$ cat config.mk
export PLATFORM = sky130hd
export DESIGN_NAME = dac_stream_ctrl
export DESIGN_NICKNAME = d
export VERILOG_FILES = /design/src/rtl/dac_stream_ctrl_pkg.sv /design/src/rtl/dac_stream_ctrl_sync_fifo.sv /design/src/rtl/dac_stream_ctrl.sv
export SDC_FILE = /design/constraint.sdc
export NUM_CORES = 1
export LEC_CHECK = 0
export CORE_MARGIN = 1.5
export CORE_UTILIZATION = 60
export CTS_CLUSTER_DIAMETER = 60
export DETAILED_ROUTE_END_ITERATION = 7
export PLACE_DENSITY = 0.81
export SYNTH_ARGS = -nofsm -noshare
export SYNTH_HDL_FRONTEND = slang
export SYNTH_HIERARCHICAL = 1
export SYNTH_SLANG_ARGS = --single-unit
$ cat constraint.sdc
create_clock -name clk -period 8.3 [get_ports clk]
set_input_delay 2.075 -clock clk [delete_from_list [all_inputs] [get_ports clk]]
set_output_delay 2.075 -clock clk [all_outputs]
set_load 0.05 [all_outputs]
$ cat src/rtl/dac_stream_ctrl_pkg.sv
// Shared state encoding, midscale helper and no-overshoot ramp arithmetic
// for the DAC stream controller.
package dac_stream_ctrl_pkg;

  typedef enum logic [1:0] {
    IDLE      = 2'd0,
    RAMP_UP   = 2'd1,
    RUN       = 2'd2,
    RAMP_DOWN = 2'd3
  } state_t;

  function automatic logic [31:0] mid_code(input int width);
    return 32'd1 << (width - 1);
  endfunction

  // Moves cur toward tgt by at most step; the difference is taken before the
  // add/subtract, so the result never wraps past the target.
  function automatic logic [31:0] ramp_step(input logic [31:0] cur,
                                            input logic [31:0] tgt,
                                            input logic [31:0] step);
    if (cur < tgt) return ((tgt - cur) > step) ? (cur + step) : tgt;
    return ((cur - tgt) > step) ? (cur - step) : tgt;
  endfunction

endpackage

$ cat src/rtl/dac_stream_ctrl_sync_fifo.sv
// Synchronous FIFO: push/pop/flush, read data valid combinationally in the pop cycle.
// Writes land one clk after push; a push while full or a pop while empty is ignored.
module dac_stream_ctrl_sync_fifo #(
  parameter int width      = 16,
  parameter int depth_log2 = 3
) (
  input  logic                  clk,
  input  logic                  reset_n,
  input  logic                  push,
  input  logic                  pop,
  input  logic                  flush,
  input  logic [width-1:0]      wr_dat,
  output logic [width-1:0]      rd_dat,
  output logic                  full,
  output logic                  empty,
  output logic [depth_log2:0]   level
);

  logic [width-1:0]      mem [2**depth_log2];
  logic [depth_log2-1:0] wr_ptr;
  logic [depth_log2-1:0] rd_ptr;
  logic                  do_push;
  logic                  do_pop;

  // Occupancy never exceeds 2**depth_log2, so the MSB alone marks full.
  assign full    = level[depth_log2];
  assign empty   = (level == '0);
  assign do_push = push && !full;
  assign do_pop  = pop && !empty;
  assign rd_dat  = mem[rd_ptr];

  always_ff @(posedge clk or negedge reset_n) begin
    if (!reset_n) begin
      wr_ptr <= '0;
      rd_ptr <= '0;
      level  <= '0;
    end else if (flush) begin
      wr_ptr <= '0;
      rd_ptr <= '0;
      level  <= '0;
    end else begin
      if (do_push) wr_ptr <= wr_ptr + depth_log2'(1);
      if (do_pop)  rd_ptr <= rd_ptr + depth_log2'(1);
      unique case ({do_push, do_pop})
        2'b10:   level <= level + (depth_log2 + 1)'(1);
        2'b01:   level <= level - (depth_log2 + 1)'(1);
        default: level <= level;
      endcase
    end
  end

  always_ff @(posedge clk) begin
    if (do_push && !flush) mem[wr_ptr] <= wr_dat;
  end

endmodule

$ cat src/rtl/dac_stream_ctrl.sv
// Paces buffered audio samples into the DAC at divisor+1 clks per sample, ramping to/from midscale.
// dac_d updates the clk after a tick; s_ready drops when the FIFO is full or outside RAMP_UP/RUN.
module dac_stream_ctrl
  import dac_stream_ctrl_pkg::*;
#(
  parameter int signalwidth = 16,
  parameter int fifo_log2   = 3,
  parameter int divwidth    = 16,
  parameter int rampstep    = 64
) (
  input  logic                   clk,
  input  logic                   reset_n,
  input  logic                   enable,
  input  logic [divwidth-1:0]    divisor,
  input  logic [signalwidth-1:0] s_data,
  input  logic                   s_valid,
  output logic                   s_ready,
  output logic [signalwidth-1:0] dac_d,
  output logic                   running,
  output logic                   underrun,
  output logic [7:0]             underrun_cnt,
  output logic [fifo_log2:0]     fifo_level
);

  localparam logic [signalwidth-1:0] MID = signalwidth'(mid_code(signalwidth));

  state_t                 state;
  state_t                 state_nxt;
  logic [divwidth-1:0]    tick_cnt;
  logic                   tick;
  logic [signalwidth-1:0] dac_nxt;
  logic [signalwidth-1:0] step_up;
  logic [signalwidth-1:0] step_dn;
  logic [signalwidth-1:0] fifo_rd_dat;
  logic                   fifo_pop;
  logic                   fifo_flush;
  logic                   fifo_full;
  logic                   fifo_empty;
  logic                   underrun_nxt;
  logic                   cnt_clr;

  assign tick    = (tick_cnt == '0);
  assign step_up = signalwidth'(ramp_step(32'(dac_d), 32'(MID), 32'(rampstep)));
  assign step_dn = signalwidth'(ramp_step(32'(dac_d), 32'd0, 32'(rampstep)));
  assign s_ready = ((state == RAMP_UP) || (state == RUN)) && !fifo_full;

  dac_stream_ctrl_sync_fifo #(
    .width      (signalwidth),
    .depth_log2 (fifo_log2)
  ) u_fifo (
    .clk     (clk),
    .reset_n (reset_n),
    .push    (s_valid && s_ready),
    .pop     (fifo_pop),
    .flush   (fifo_flush),
    .wr_dat  (s_data),
    .rd_dat  (fifo_rd_dat),
    .full    (fifo_full),
    .empty   (fifo_empty),
    .level   (fifo_level)
  );

  always_comb begin
    state_nxt    = state;
    dac_nxt      = dac_d;
    fifo_pop     = 1'b0;
    underrun_nxt = 1'b0;
    cnt_clr      = 1'b0;
    unique case (state)
      IDLE: begin
        if (enable) begin
          state_nxt = RAMP_UP;
          cnt_clr   = 1'b1;
        end
      end
      RAMP_UP: begin
        if (!enable) begin
          state_nxt = RAMP_DOWN;
        end else begin
          if (tick) dac_nxt = step_up;
          if (dac_nxt == MID) state_nxt = RUN;
        end
      end
      RUN: begin
        if (!enable) begin
          state_nxt = RAMP_DOWN;
        end else if (tick) begin
          if (!fifo_empty) begin
            fifo_pop = 1'b1;
            dac_nxt  = fifo_rd_dat;
          end else begin
            underrun_nxt = 1'b1;
          end
        end
      end
      RAMP_DOWN: begin
        // Re-enabling resumes from the current dac_d, so there is no step discontinuity.
        if (enable) begin
          state_nxt = RAMP_UP;
        end else begin
          if (tick) dac_nxt = step_dn;
          if (dac_nxt == '0) state_nxt = IDLE;
        end
      end
      default: state_nxt = IDLE;
    endcase
    fifo_flush = (state_nxt == RAMP_DOWN);
  end

  always_ff @(posedge clk or negedge reset_n) begin
    if (!reset_n) begin
      state        <= IDLE;
      dac_d        <= '0;
      tick_cnt     <= '0;
      running      <= 1'b0;
      underrun     <= 1'b0;
      underrun_cnt <= '0;
    end else begin
      state    <= state_nxt;
      dac_d    <= dac_nxt;
      tick_cnt <= tick ? divisor : (tick_cnt - divwidth'(1));
      running  <= (state_nxt == RUN);
      underrun <= underrun_nxt;
      if (cnt_clr)
        underrun_cnt <= '0;
      else if (underrun_nxt && (underrun_cnt != 8'hFF))
        underrun_cnt <= underrun_cnt + 8'd1;
    end
  end

endmodule
==> results of run 1 <==
==> metrics by stage <==
step                instances  worst slack [ns]  power, mW  hold slack [ns]   util
floorplan                 726              3.40       2.14            0.440      -
global placement          944              2.58       2.46            0.458  0.658
detailed placement        944              2.46       2.51            0.480  0.658
CTS                       976              2.77       3.29            0.490  0.696
global route              977              2.71       3.48            0.498  0.698
finish                    977              3.03       3.31            0.483  0.698
==> synth_stat cells (10+ instances only) <==
cell      count
o21ai_0      21
xnor2_1      15
nand3_1      14
mux4_2       32
nand2_1      47
nand2b_1     10
ha_1         15
xor2_1       13
nor4_1       10
nor3_1       18
a31oi_1      10
clkbuf_1     28
edfxtp_1    128
or3_1        15
nor2_1       76
mux2_2       19
inv_1        13
a21oi_1      29
dfrtp_1      54
==> final cells by class <==
class / instances / area (sq um) / share of cell area
Tap cell: 188 / 235 / 0.0223
Inverter: 14 / 52.6 / 0.00499
Multi-Input combinational cell: 484 / 3730 / 0.354
Timing Repair Buffer: 77 / 742 / 0.0705
Clock inverter: 15 / 146 / 0.0139
Clock buffer: 17 / 425 / 0.0404
Sequential cell: 182 / 5200 / 0.494
==> critical path, stage by stage (launching register included) <==
cell	delay [ns]
dfrtp_1	0.61
nor4_2	0.68
nand3b_1	0.27
o21ai_1	0.94
o2111ai_1	0.26
nor2_1	0.14
a2bb2oi_1	0.32
a31o_1	0.23
a221oi_2	0.08
buf_4	0.20
or3_1	0.48
nor2_2	0.67
==> how the worst max path moves through the flow <==
stage	from	end	depth (start not counted)
6_report	dac_d[9]	u_fifo/mem[2][9]	11
5_1_grt	dac_d[9]	u_fifo/mem[2][9]	11
4_1_cts	dac_d[9]	u_fifo/mem[2][14]	11
3_5_place_dp	enable	u_fifo/mem[2][4]	10
2_1_floorplan	enable	u_fifo/mem[0][0]	8
3_3_place_gp	enable	u_fifo/mem[2][2]	10
==> cell families (layout without fill, tap and decap cells) <==
logic type,count (synthesis),after routing,synth area share
buffers and inverters,60,123,0.0307
xor gates and xnor gates,28,28,0.0267
AOI/OAI and AO/OA,142,142,0.110
muxes,57,57,0.110
and+or+nand+nor,241,241,0.135
adders and majority gates,16,16,0.0215
DFF,182,182,0.566
==> per-layer routing <==
metal | up-vias | track usage | routed length, um | part of all wire
li1 | 2895 | - | - | -
met1 | 3242 | 0.380 | 8720 | 0.41
met2 | 316 | 0.455 | 10500 | 0.50
met3 | 55 | 0.0519 | 1330 | 0.063
met4 | 0 | 0.0936 | 537 | 0.025
met5 | - | 0 | 0 | 0
==> state kept, by name, summed over array words and instances (netlist names) <==
name,cells
u_fifo/wr_ptr,3
state,2
underrun,1
dac_d,16
tick_cnt,16
underrun_cnt,8
u_fifo/mem,128
running,1
u_fifo/rd_ptr,3
u_fifo/level,4
==> power breakdown <==
part / internal [mW] / switching [mW] / total (mW)
logic: 0.453 / 0.759 / 1.21
clock network: 0.401 / 0.374 / 0.775
registers: 1.12 / 0.200 / 1.32
total: 1.98 / 1.33 / 3.31
==> cell usage in the layout (no fill, tap or decap), types with 5 or more instances in the layout <==
cell type | synthesis | layout
or3_1 | 15 | 15
xnor2_1 | 15 | 15
inv_8 | 0 | 5
a31oi_1 | 10 | 10
o22ai_1 | 5 | 5
edfxtp_1 | 128 | 128
inv_6 | 0 | 5
o21ai_1 | 5 | 6
clkdlybuf4s50_1 | 0 | 65
o21ai_0 | 21 | 20
o221ai_1 | 6 | 6
clkbuf_16 | 0 | 17
nor2b_1 | 5 | 5
mux2i_1 | 5 | 5
dfrtp_1 | 54 | 53
nand4_1 | 6 | 6
ha_1 | 15 | 15
and2_1 | 5 | 5
mux4_2 | 32 | 32
buf_4 | 3 | 10
a22o_1 | 8 | 8
nor2_1 | 76 | 74
nand2_1 | 47 | 47
a21oi_1 | 29 | 29
inv_1 | 13 | 13
nand2b_1 | 10 | 10
nor3_1 | 18 | 16
xor2_1 | 13 | 13
mux2_2 | 19 | 19
nor4_1 | 10 | 10
o31ai_1 | 6 | 6
nand3_1 | 14 | 14
==> impl_metrics.csv, run 1 <==
group,metric,value,unit
placement,placed_area,9930,sq um
timing,slew_viol_final,0,
final_layout,n_antenna_cell,0,
die,fp.dieW,127,um
grt,grt_max_degree,55,
grt,grt_overflow_total,0,
clock_network,cts_resized,0,
clock_network,cts_root_buf,"clkbuf_16",
synth,yosysTopAreaCell,"edfxtp_1",
timing,period_share,0.635,
worst_setup_path,critPathMaxFanout,21,
die,initial_core_util,0.609,
synth,ys_seq_area_frac,0.566,
worst_setup_path,startpoint_type,"flip-flop",
synth,synth_top_area_share,0.419,
power_and_ir_drop,p_leak,3.66,nW
status,status,"completed",
synth,synth_edf_count,128,
clock_network,clockBufferDepth,2,
die,ios,67,
detailed_routing,wirelength,21.1,mm
synth,syn_area,9180,sq um
synth,syn_inst,726,
grt,grt_pass1_wl,34.3,mm
timing,grt_setup_unrepaired,"false",
synth,synth.distinct_cells,86,
placement,io_buffers,66,
final_layout,layout.nets,827,
clock_network,hold_buffers,0,
detailed_routing,via_per_inst,6.66,
worst_setup_path,crit_type,"reg2reg",
detailed_routing,drc,0,
synth,postSynthAreaPerCell,12.6,sq um
clock_network,htree_levels,4,
job,maxCapViolCount,0,
worst_setup_path,cp-end-kind,"flip-flop",
final_layout,final_layout_size_suffix_gt1_frac,0.156,
worst_hold_path,min-delay-path-class,"reg2reg",
clock_network,clkLatencyLatePin,0.43,ns
die,die_y,127,um
die,fp-row-count,45,
timing,setup_viol,0,
synth,yosys_warnings,6,
grt,grt_pass1_vias,6409,
grt,antenna_found_initial,0,
timing,max_slew_margin,0.246,
placement,dp_hpwl,14.0,mm
timing,fmax,190,MHz
power_and_ir_drop,vdd_drop_max,282,uV
timing,worstMarginPinSlew,1.12,ns
placement,place_congestion,0.939,
clock_network,clk_pin_slew,0.07,ns
grt,track_usage,0.278,
clock_network,cts_made_buffers,17,
worst_setup_path,r2r-end,"u_fifo/mem[2][9]",
timing,fin_setup_tns,0,ns
synth,async_flop_share,0.297,
synth,syn_nets,777,
worst_setup_path,timing.rr.start,"dac_d[9]",
detailed_routing,wl_per_cell,21.6,um
die,core-area,15100,sq um
clock_network,postCtsSetupBuffers,0,
timing,fin_worst_skew,0.0116,ns
worst_setup_path,rr_worst_depth,11,
worst_setup_path,rrSetupSlack,3.03,ns
worst_hold_path,worstHoldStart,"tick_cnt[0]",
worst_setup_path,cp.required,8.35,ns
worst_hold_path,min_to,"tick_cnt[0]",
timing,hold_violations,0,
detailed_routing,drt_first_iter_violations,745,
final_layout,area_growth,14.6,%
synth,ys_ff_latch,182,
detailed_routing,dr.pass1.iters,5,
worst_hold_path,hold_path_depth,1,
timing,period_needed,5.27,ns
worst_setup_path,cp.arrival,5.32,ns
synth,ys.flop_type,"edfxtp_1",
clock_network,cts_tree,"built",
synth,synth_area_leaders,"edfxtp_1 42%, dfrtp_1 15%, mux4_2 7.8%",
detailed_routing,ant_nets,0,
final_layout,final_area,10500,sq um
die,dieArea,16100,sq um
detailed_routing,vias,6508,
clock_network,cts.sinks,182,
power_and_ir_drop,powerDensity,315,nW/um^2
final_layout,fillCellCount,1000,
(Power assumes the default switching activity.)
==> run 2, diff against run 1 <==
- CORE_UTILIZATION: 60 -> 53
- PLACE_DENSITY: 0.81 -> 0.76
- clock period: 8.3 -> 4.5 ns (I/O delays scaled with it)
==> impl_metrics.csv, run 2 (same netlist as run 1, synthesis figures left out) <==
group,metric,value,unit
die,dieArea,18100,sq um
final_layout,layout_commonest_cell,"edfxtp_1",
final_layout,area_growth,21.5,%
detailed_routing,via_per_inst,6.37,
timing,fin_worst_skew,0.0143,ns
detailed_routing,ant_nets,0,
final_layout,layout_common_cells,"128 x edfxtp_1, 75 x nor2_1, 65 x clkdlybuf4s50_1",
final_layout,layout.nets,887,
detailed_routing,drt_first_iter_violations,638,
placement,place_congestion,0.989,
worst_hold_path,worstHoldStart,"tick_cnt[0]",
power_and_ir_drop,vdd_drop_max,458,uV
grt,grt_pass1_wl,37.5,mm
clock_network,hold_buffers,0,
final_layout,n_antenna_cell,0,
final_layout,regArea,5200,sq um
power_and_ir_drop,p_int,3.99,mW
placement,dp_hpwl,16.5,mm
detailed_routing,wl_per_cell,22.2,um
power_and_ir_drop,p_switching,2.60,mW
timing,period_share,0.946,
worst_setup_path,timing.rr.start,"tick_cnt[0]",
power_and_ir_drop,powerDensity,590,nW/um^2
final_layout,final_util,0.666,
final_layout,fillCellCount,1217,
worst_setup_path,cp_slowest_cell,"or3_1",
clock_network,cts_tree,"built",
detailed_routing,vias,6811,
clock_network,cts_root_buf,"clkbuf_16",
clock_network,clkLatencyLatePin,0.43,ns
placement,io_buffers,66,
worst_setup_path,rrSetupSlack,0.24,ns
power_and_ir_drop,p_clk_frac,0.235,
final_layout,top_regs,"u_fifo/mem x128, dac_d x16, tick_cnt x16",
detailed_routing,drc,0,
timing,slew_viol_final,0,
timing,worstMarginPinSlew,1.21,ns
final_layout,largest_register_ff_count,128,
power_and_ir_drop,power.combinational.fraction,0.410,
die,initial_core_util,0.548,
worst_hold_path,min_to,"tick_cnt[0]",
worst_setup_path,crit_chain,"inv_1, ha_1, or3b_1, or3_1, nor2_4, a21boi_0, a2111oi_2, nand4_1, o211ai_1, a221oi_2, or3_1, buf_4, nor2_1, buf_12",
die,die_y,135,um
worst_setup_path,r2r-end,"u_fifo/mem[2][14]",
worst_setup_path,cp.arrival,4.40,ns
worst_setup_path,cp.required,4.64,ns
die,ios,67,
timing,holdWs,0.489,ns
timing,setup_viol,0,
grt,grt_pass1_vias,6882,
die,core-area,16800,sq um
timing,period_needed,4.26,ns
detailed_routing,dr.pass1.iters,5,
worst_hold_path,min-delay-path-class,"reg2reg",
final_layout,final_layout_size_suffix_gt1_frac,0.214,
final_layout,multi_input_area,3730,sq um
timing,fin_setup_tns,0,ns
detailed_routing,wirelength,23.7,mm
clock_network,cts.sinks,182,
grt,grt_overflow_total,0,
power_and_ir_drop,p_leak,3.99,nW
power_and_ir_drop,power_frac_seq,0.355,
grt,antenna_found_initial,0,
die,fp-row-count,47,
worst_setup_path,rr_worst_depth,14,
worst_setup_path,crit_family,"simple AND/OR/NAND/NOR gates",
final_layout,top_register,"u_fifo/mem",
clock_network,clk_pin_slew,0.07,ns
worst_setup_path,crit_buf_inv,3,
timing,grt_setup_unrepaired,"false",
clock_network,cts_made_buffers,17,
timing,max_slew_margin,0.192,
placement,placed_area,10500,sq um
power_and_ir_drop,switching_share,0.394,
worst_setup_path,crit_type,"reg2reg",
grt,track_usage,0.273,
worst_setup_path,startpoint_type,"flip-flop",
die,fp.dieW,135,um
timing,fmax,235,MHz
worst_setup_path,cp-end-kind,"flip-flop",
clock_network,clockBufferDepth,2,
worst_setup_path,critPathMaxFanout,16,
clock_network,htree_levels,4,
worst_setup_path,crit_path_frequent_cell,"or3_1",
worst_hold_path,hold_path_depth,1,
status,status,"completed",
timing,hold_violations,0,
grt,grt_max_degree,38,
worst_setup_path,slowest_delay,0.48,ns
final_layout,final_area,11200,sq um
job,maxCapViolCount,0,
==> run 2: cell types whose count changed in the layout (fill, tap and decap cells not counted), moves of 2 or more <==
cell,previous run,this run
buf_12,0,7
buf_4,10,64
bufinv_16,0,2
inv_6,5,3
==> run 2: cell type report <==
cell class,instances,area share
Inverter,14,0.00471
Tap cell,220,0.0247
Clock buffer,17,0.0381
Sequential cell,182,0.466
Timing Repair Buffer,137,0.114
Clock inverter,15,0.0178
Multi-Input combinational cell,484,0.335
==> run 2: per-stage QoR <==
step           power [mW]  worst slack [ns]  instances
6_report             6.59             0.244       1069
5_1_grt              6.88          0.000128       1069
4_1_cts              6.54             0.222       1068
3_5_place_dp         4.96           -0.0660       1036
3_3_place_gp         4.89            0.0412       1036
2_1_floorplan        3.95            0.0501        726
==> run 2: how the worst max path moves through the flow <==
stage	from	endpoint	slack (ns)	depth (start not counted)
after floorplan	dac_d[6]	u_fifo/mem[4][0]	0.05	13
after global placement	tick_cnt[0]	u_fifo/mem[0][12]	0.04	12
after detailed placement	tick_cnt[0]	u_fifo/mem[0][12]	-0.07	12
after CTS	tick_cnt[0]	u_fifo/mem[0][3]	0.22	12
after global routing	tick_cnt[0]	u_fifo/mem[2][1]	0.0001	14
final	tick_cnt[0]	u_fifo/mem[2][14]	0.24	14
==> run 2: what timing repair did <==
item                       4_1_cts  5_1_grt
setup buffers                    0        1
gates cloned                     0        0
resized for setup                2        1
pin swaps                        0        1
setup endpoints to repair       32       16
==> run 2: power by group through the flow <==
| stage | Clock (mW) | Combinational (mW) | Sequential, mW |
|---|---|---|---|
| floorplan | 0 | 1.44 | 2.51 |
| finish | 1.55 | 2.70 | 2.34 |
| global route | 1.64 | 2.87 | 2.36 |
| detailed placement | 0 | 2.60 | 2.36 |
| global placement | 0 | 2.56 | 2.33 |
| CTS | 1.58 | 2.63 | 2.33 |
==> run 2: routing by layer <==
layer | vias to the layer above | global-route usage | wire, um
met5 | - | 0 | 0
met4 | 0 | 0.110 | 663
met3 | 63 | 0.0432 | 1460
met2 | 331 | 0.455 | 11700
met1 | 3409 | 0.360 | 9910
li1 | 3008 | - | -
==> run 2: worst reg2reg max path, delay by kind of cell, from the launching register on <==
kind | cells | cell delay, ns
AND/OR/NAND/NOR | 6 | 2.06
AO/OA/AOI/OAI | 4 | 0.89
adder cells (fa/ha/maj) | 1 | 0.18
flip-flops | 1 | 0.40
buffers and inverters | 3 | 0.44
